$ cat config.mk
export PLATFORM = sky130hd
export DESIGN_NAME = gem_cluster_packer
export DESIGN_NICKNAME = d
export VERILOG_FILES = /design/src/rtl/gem_cluster_packer.sv
export SDC_FILE = /design/constraint.sdc
export NUM_CORES = 1
export LEC_CHECK = 0
export ABC_CLOCK_PERIOD_IN_PS = 15880
export BUFFER_PORTS_ARGS = -buffer_cell sky130_fd_sc_hd__buf_2
export CAP_MARGIN = 10
export CELL_PAD_IN_SITES_DETAIL_PLACEMENT = 0
export CELL_PAD_IN_SITES_GLOBAL_PLACEMENT = 1
export CORE_MARGIN = 1.5
export CORE_UTILIZATION = 35
export DETAILED_ROUTE_END_ITERATION = 6
export GPL_TIMING_DRIVEN = 1
export PLACE_DENSITY = 0.7
export RECOVER_POWER = 50
export SLEW_MARGIN = 10
export SYNTH_ARGS = -nofsm -noshare
export SYNTH_HDL_FRONTEND = slang
export SYNTH_HIERARCHICAL = 1
export SYNTH_SLANG_ARGS = --single-unit
export TNS_END_PERCENT = 100
$ cat constraint.sdc
create_clock -name TRG_CLK80 -period 15.88 [get_ports TRG_CLK80]
set_input_delay 0.794 -clock TRG_CLK80 [delete_from_list [all_inputs] [get_ports TRG_CLK80]]
set_output_delay 0.794 -clock TRG_CLK80 [all_outputs]
set_load 0.03 [all_outputs]
$ cat src/rtl/gem_cluster_packer.sv
// GEM cluster packer: gathers 16 candidates per bunch (2 x 8 lanes), keeps the first four valid.
// Optional drop/overflow statistics are built when GEM_PACKER_STATS_EN is defined.

module gem_cluster_lane #(
  parameter int CW = 14
) (
  input  logic          TRG_CLK80,
  input  logic          TRG_TXRESETDONE,
  input  logic          cap0_i,
  input  logic          cap1_i,
  input  logic          vld_i,
  input  logic [CW-1:0] clu_i,
  output logic          vld0_o,
  output logic [CW-1:0] clu0_o,
  output logic          vld1_o,
  output logic [CW-1:0] clu1_o
);
  always_ff @(posedge TRG_CLK80 or negedge TRG_TXRESETDONE) begin
    if (!TRG_TXRESETDONE) begin
      vld0_o <= 1'b0;
      clu0_o <= '0;
      vld1_o <= 1'b0;
      clu1_o <= '0;
    end else begin
      if (cap0_i) begin
        vld0_o <= vld_i;
        clu0_o <= clu_i;
      end
      if (cap1_i) begin
        vld1_o <= vld_i;
        clu1_o <= clu_i;
      end
    end
  end
endmodule

module gem_cluster_packer #(
  parameter int          NLANES     = 8,
  parameter int          OVF_THRESH = 8,
  parameter logic [13:0] EMPTY_CLU  = 14'h3FFF
) (
  input  logic                 TRG_CLK80,
  input  logic                 TRG_TXRESETDONE,
  input  logic                 BX_SYNC,
  input  logic [NLANES-1:0]    CLU_VALID,
  input  logic [NLANES*14-1:0] CLU_DATA,
  output logic [55:0]          GEM_DATA,
  output logic                 GEM_OVERFLOW,
  output logic [4:0]           GEM_COUNT,
  output logic                 LOCKED,
  output logic                 RESYNC,
  output logic [15:0]          DROP_CNT,
  output logic [15:0]          OVF_CNT
);
  localparam int CW    = 14;
  localparam int NSLOT = 4;
  localparam int NCAND = 2 * NLANES;

  typedef enum logic [1:0] {IDLE, PH0, PH1} state_t;

  state_t state_q, state_d;
  logic   cap0, cap1, ld_bunch, ld_empty;

  logic [NLANES-1:0]         vld0, vld1;
  logic [NLANES-1:0][CW-1:0] clu0, clu1;

  for (genvar g = 0; g < NLANES; g++) begin : g_lane
    gem_cluster_lane #(.CW(CW)) u_lane (
      .TRG_CLK80      (TRG_CLK80),
      .TRG_TXRESETDONE(TRG_TXRESETDONE),
      .cap0_i         (cap0),
      .cap1_i         (cap1),
      .vld_i          (CLU_VALID[g]),
      .clu_i          (CLU_DATA[CW*g +: CW]),
      .vld0_o         (vld0[g]),
      .clu0_o         (clu0[g]),
      .vld1_o         (vld1[g]),
      .clu1_o         (clu1[g])
    );
  end

  always_ff @(posedge TRG_CLK80 or negedge TRG_TXRESETDONE) begin
    if (!TRG_TXRESETDONE) state_q <= IDLE;
    else                  state_q <= state_d;
  end

  // A BX_SYNC landing on a phase-1 edge restarts the bunch on this edge.
  always_comb begin
    state_d  = state_q;
    cap0     = 1'b0;
    cap1     = 1'b0;
    ld_bunch = 1'b0;
    ld_empty = 1'b0;
    case (state_q)
      IDLE: if (BX_SYNC) begin
        cap0    = 1'b1;
        state_d = PH1;
      end
      PH1: begin
        if (BX_SYNC) begin
          cap0     = 1'b1;
          ld_empty = 1'b1;
        end else begin
          cap1    = 1'b1;
          state_d = PH0;
        end
      end
      PH0: begin
        cap0     = 1'b1;
        ld_bunch = 1'b1;
        state_d  = PH1;
      end
      default: state_d = IDLE;
    endcase
  end

  logic [NCAND-1:0]         cand_vld;
  logic [NCAND-1:0][CW-1:0] cand_clu;
  logic [NSLOT-1:0][CW-1:0] slot_d;
  logic [4:0]               cnt_d;
  logic                     ovf_d;

  assign cand_vld = {vld1, vld0};
  assign cand_clu = {clu1, clu0};

  always_comb begin
    slot_d = {NSLOT{EMPTY_CLU}};
    cnt_d  = '0;
    for (int i = 0; i < NCAND; i++) begin
      if (cand_vld[i]) begin
        if (cnt_d < 5'(NSLOT)) slot_d[cnt_d[1:0]] = cand_clu[i];
        cnt_d = cnt_d + 5'd1;
      end
    end
  end

  assign ovf_d = (cnt_d > 5'(OVF_THRESH));

  logic [NSLOT-1:0][CW-1:0] data_q;
  logic [4:0]               cnt_q;
  logic                     ovf_q, resync_q;

  always_ff @(posedge TRG_CLK80 or negedge TRG_TXRESETDONE) begin
    if (!TRG_TXRESETDONE) begin
      data_q   <= {NSLOT{EMPTY_CLU}};
      cnt_q    <= '0;
      ovf_q    <= 1'b0;
      resync_q <= 1'b0;
    end else begin
      resync_q <= ld_empty;
      if (ld_bunch) begin
        data_q <= slot_d;
        cnt_q  <= cnt_d;
        ovf_q  <= ovf_d;
      end else if (ld_empty) begin
        data_q <= {NSLOT{EMPTY_CLU}};
        cnt_q  <= '0;
        ovf_q  <= 1'b0;
      end
    end
  end

  assign GEM_DATA     = data_q;
  assign GEM_COUNT    = cnt_q;
  assign GEM_OVERFLOW = ovf_q;
  assign RESYNC       = resync_q;
  assign LOCKED       = (state_q != IDLE);

`ifdef GEM_PACKER_STATS_EN
  logic [15:0] drop_q, ovfc_q;
  logic [4:0]  drop_inc;
  logic [16:0] drop_sum, ovfc_sum;

  assign drop_inc = (cnt_d > 5'(NSLOT)) ? cnt_d - 5'(NSLOT) : 5'd0;
  assign drop_sum = {1'b0, drop_q} + 17'(drop_inc);
  assign ovfc_sum = {1'b0, ovfc_q} + 17'(ovf_d);

  // Saturate instead of wrapping; resync loads leave the counters alone.
  always_ff @(posedge TRG_CLK80 or negedge TRG_TXRESETDONE) begin
    if (!TRG_TXRESETDONE) begin
      drop_q <= '0;
      ovfc_q <= '0;
    end else if (ld_bunch) begin
      drop_q <= drop_sum[16] ? 16'hFFFF : drop_sum[15:0];
      ovfc_q <= ovfc_sum[16] ? 16'hFFFF : ovfc_sum[15:0];
    end
  end

  assign DROP_CNT = drop_q;
  assign OVF_CNT  = ovfc_q;
`else
  assign DROP_CNT = '0;
  assign OVF_CNT  = '0;
`endif

endmodule

* After elaboration in Yosys (flattened, before gate mapping)
Cells that the tools add are included.
Widths: inputs -> output; s select.
** Storage, ports and cells
- Bits in registers :: 305
- Bits in latches :: 0
- Bits in writable memories :: 0
- Memory bits (read-only) :: 0
- Input bits :: 123
- Output and inout bits :: 96
- Word-level logic and storage cells :: 232
- Memories kept :: 0
** Cells by class
- Add/sub/neg operators :: 15
- Multiply operators :: 0
- Divide/modulo/power cells :: 0
- Order comparisons :: 46
- Equal/unequal tests :: 4
- Shifts and indexed selects :: 0
- Multiplexer cells :: 107
- Bitwise logic cells :: 0
- Reductions and logical operators :: 20
** Operators with widths (number)
- $mux 56 :: 32
- $bwmux 56 :: 15
- $demux 14 s2 :: 15
- $mux 14 :: 16
- $mux 5 :: 17
- $add 5x1->5 const B :: 15
- $lt 5x3->1 const B :: 15
- $lt 2x3->1 const B :: 15
- $ge 2x1->1 const B :: 15
- $logic_and 1x1->1 :: 15
- $mux 1 :: 8
- $pmux 2 s3 :: 1
- $gt 5x4->1 const B :: 1
- $mux 2 :: 2
- $ne 2x2->1 const B :: 2
- $reduce_bool 2->1 :: 2
- $eq 2x1->1 const B :: 1
- $eq 2x2->1 const B :: 1
- $logic_not 2->1 :: 1
- $pmux 1 s2 :: 1
- $reduce_and 2->1 :: 1
- $reduce_or 2->1 :: 1

* Logic depth before layout (Yosys ltp)
- Depth in word-level cells :: 51
- Gate-level depth with buffers :: 53
- Gate-level depth less buffers :: 50

* Hierarchy
The synthesis kept the hierarchy.
** By module, submodules not included
- gem_cluster_packer :: times used 1, cells each 1861, area each 12911.1 um^2, seq. area each 1696.6 um^2
- gem_cluster_lane :: times used 8, cells each 64, area each 1226.2 um^2, seq. area each 750.7 um^2

* Worst setup path after synthesis
No wires, ideal clock.
- Path kind :: register to register
- From :: register g_lane[0].u_lane.vld0_o
- To :: register data_q, in the netlist GEM_DATA[10]
- Library setup time :: 98 ps
- Data arrival time :: 9775 ps
- Data required time :: 15782 ps
- Slack :: 6007 ps
- Stages on the path, launching flop included :: 54
- Buffers on the path :: 3
- Period minus slack after synthesis :: 9873 ps
- Cells stage by stage :: dfrtp_1 > inv_1 > clkbuf_1 > ha_1 > buf_2 > or2_2 > a21oi_1 > a21o_1 > inv_1 > ha_1 > and2_1 > nor2_1 > inv_1 > ha_1 > mux2i_1 > nor2_1 > ha_1 > nand2_1 > [18 not listed] > o31a_1 > ha_1 > nand2_1 > o21ai_0 > ha_1 > mux2i_1 > inv_1 > ha_1 > nand2_1 > o21ai_0 > a31oi_1 > o22ai_1 > mux2i_1 > xnor2_2 > and2_1 > a31oi_2 > buf_2 > a221oi_1
** On the way
- Cells in the longest elaborated chain, start to end :: 51
- Elaborated cells between the ends (all ways) :: 166
- Classes of those cells :: 14 x add/sub; 45 x order compare; 92 x mux; 15 x reduce/logical
** RTL lines
- start: declaration :: line 13 : output logic vld0_o,
- start signal: assignment :: line 26 : vld0_o <= vld_i;
- branches (longest 49 deep; another with $add 5x1->5)
- $mux 56 (*) :: line 130 : if (cand_vld[i]) begin
- $mux 56 (*) :: line 151 : if (ld_bunch) begin
- end signal: assignment :: line 145 : data_q <= {NSLOT{EMPTY_CLU}};
- end signal: assignment :: line 152 : data_q <= slot_d;
- end signal: assignment :: line 156 : data_q <= {NSLOT{EMPTY_CLU}};
- end: declaration :: line 139 : logic [NSLOT-1:0][CW-1:0] data_q;
Mark *: on every way between the ends.
A chain may end at the register's enable or synchronous reset.

* Worst setup path in the final report
- From :: register g_lane[0].u_lane.vld0_o
- To :: register data_q, in the netlist GEM_DATA[42]
** On the way
- Cells in the longest elaborated chain, start to end :: 51
- Elaborated cells between the ends (all ways) :: 165
- Classes of those cells :: 14 x add/sub; 45 x order compare; 91 x mux; 15 x reduce/logical
** RTL lines (line)
- $mux 1 (*) :: 130
- branches (longest 48 deep; another with $add 5x1->5)
- $mux 56 (*) :: 130
- $mux 56 (*) :: 151
Marked as above.

==> impl_metrics.toml <==
[yosys]
yosysTopAreaCell = "dfrtp_1"
synth_edf_count = 0
syn_area_um2 = 22720
yosysSeqAreaShare = 0.3390
synth_ff_type = "dfrtp_1"
syn_avg_cell_area_um2 = 9.575
synth.distinct_cells = 92
yosysWarningCount = 6
async_flop_share = 1.000
synth_cells = 2373
ys_ff_latch = 305
synth_area_leaders = "dfrtp_1 (27%), mux2_4 (11%), dfstp_2 (6.5%), mux2_2 (4.9%), nor2_1 (3.9%)"
synth_top_area_share = 0.2742

[die]
rows = 93
initial_core_util = 0.3531
fp.coreArea_um2 = 64350
die_w_um = 257.8
die_height_um = 257.8
io_pins = 219
die-area_um2 = 66450

[run]
max-cap-violations = 6

[place]
place_congestion = 0.9552
port-buffer-count = 186
placed_area_um2 = 23810
hpwl_mm = 70.56

[routing]
vias_per_cell = 6.077
drtAntennaViolNets = 0
drtPass1Iterations = 6
drc = 0
vias = 20194
drt-wirelength-per-cell_um = 27.74
drt-initial-drc-count = 2152
routed_wirelength_mm = 92.19

[global_routing]
antenna_found_initial = 0
grt_pass1_wl_mm = 136.0
grt_max_degree = 121
gr-total-overflow = 0
grt_pass1_vias = 19431
grt_use_total = 0.2730

[clock_tree]
cts-root-buf = "clkbuf_16"
cts_resized = 0
clockBufferDepth = 3
cts_hold_buffers = 0
postCtsSetupRepairBufs = 0
clock_latency_ns = 0.56
cts_tree = "yes"
clk_pin_slew_worst_paths_ns = 0.06
clock_sinks = 305
cts_made_buffers = 36
htreeDepth = 2

[sta]
grt_setup_unrepaired = "no"
finalSetupTns_ns = 0
final.min_clock_period_ns = 11.88
fin_crit_sh = 0.7478
setup_viol = 0
hold_violations = 0
hold_ws_ns = 0.4195
fin_worst_skew_ns = 0.02822
slew_headroom = -5.369
tightest_slew_ns = 9.554
drv_slew = 516
fmax_mhz = 84.21

[finish]
n_fill_cell = 6450
area_growth_pct = 9.307
final_nets = 2617
fin_area_um2 = 24840
drive_above_1_share = 0.2367

[setup_path]
cp-start-kind = "flop"
reg2reg_slack_ns = 4.00
slowest_delay_ns = 0.99
worstRegToRegCells = 50
crit_top_cell = "ha_1"
r2r-start = "g_lane[0].u_lane/vld0_o"
worstPathMaxFanout = 16
required_ns = 16.37
rr_endpoint = "GEM_DATA[42]"
cp.arrival_ns = 12.37
cp-endpoint = "GEM_DATA[42]"
cp-startpoint = "g_lane[0].u_lane/vld0_o"
critPathKind = "flop to flop"
cpMaxStageDelayCell = "nor2_1"
cp-end-kind = "flop"

[run_status]
outcome = "finished, violations left"
violations = "capacitance limit, slew limit"

[hold_path]
hp-class = "input pin to flop"
stage by stage:
stage	cells	setup slack, ns	util
after floorplan	2404	6.007	-
after global placement	3256	4.443	0.3700
after detailed placement	3256	4.107	0.3700
after CTS	3319	4.080	0.3888
after global routing	3322	2.845	0.3859
final	3323	4.005	0.3860
state kept, by name, indices dropped and copies added, names as in the netlist:
signal / count
state_q: 2
g_lane.u_lane/clu0_o: 112
g_lane.u_lane/vld0_o: 8
g_lane.u_lane/clu1_o: 112
GEM_OVERFLOW: 1
GEM_COUNT: 5
g_lane.u_lane/vld1_o: 8
GEM_DATA: 56
RESYNC: 1
critical path: cells and delay by family, from the launching register on:
family	cells	cell delay (ns)
fa+ha+maj	12	3.71
simple gates	15	3.13
compound gates	12	2.44
mux	4	1.02
buf+inv	6	0.89
flops	1	0.43
xor+xnor	1	0.21
worst min-delay path by stage:
stage	start	end	slack, ns	depth (start not counted)
floorplan	g_lane[0].u_lane/vld1_o	g_lane[0].u_lane/vld1_o	0.48	1
global placement	GEM_COUNT[4]	GEM_COUNT[4]	0.46	1
detailed placement	GEM_COUNT[4]	GEM_COUNT[4]	0.47	1
CTS	TRG_TXRESETDONE	g_lane[2].u_lane/clu1_o[4]	0.26	1
global route	BX_SYNC	state_q[0]	0.42	2
finish	BX_SYNC	state_q[0]	0.42	2
cells in the final DEF (no fill, tap or decap), drive strengths merged, types with 27 or more instances in the layout:
cell    instances
mux2          260
dfrtp         249
nor2          234
nand2         203
buf           178
a21oi         125
o21ai         120
clkbuf         95
mux2i          82
o22ai          77
dfstp          56
o221ai         56
nand3          53
ha             52
a31oi          47
inv            46
o211ai         44
nor3           36
a211oi         33
conb           32
a211o          31
a221oi         27
xnor2          27
cells in the mapped netlist (all sizes together), types with 56 or more instances:
master and n:
clkbuf 135, nand2 203, dfstp 56, nor2 234, mux2 260, o221ai 56
mux2i 82, buf 88, a21oi 125, o22ai 77, dfrtp 249, o21ai 120
per-layer routing:
| layer | up-vias | global-route usage | routed length, um |
|---|---|---|---|
| li1 | 8924 | - | - |
| met1 | 10139 | 0.3759 | 40230 |
| met2 | 935 | 0.4278 | 41520 |
| met3 | 196 | 0.03298 | 5676 |
| met4 | 0 | 0.1256 | 4761 |
| met5 | - | 0 | 0 |
final cells by class:
class / count / area [um^2] / area share
multi-input combinational: 1831 / 13530 / 0.5449
antenna: 1 / 2.502 / 0.0001008
tap: 855 / 1070 / 0.04308
inverter: 45 / 168.9 / 0.006801
timing repair buffer: 223 / 1152 / 0.04640
sequential: 305 / 7702 / 0.3101
clock inverter: 13 / 140.1 / 0.005643
clock buffer: 50 / 1066 / 0.04292
kinds of logic (layout without fill, tap and decap cells):
group,Yosys count,in the layout,synth area share
muxes,342,342,0.1921
adders and majority gates,52,52,0.02864
xor gates and xnor gates,47,47,0.02566
and+or+nand+nor,650,650,0.1305
buffers and inverters,268,331,0.06779
other,1,33,0.0001650
DFF,305,305,0.3390
AOI/OAI and AO/OA,708,708,0.2161
Power is not shown: default switching activity piles up to over one toggle a cycle in this logic, so the estimate is an artifact.
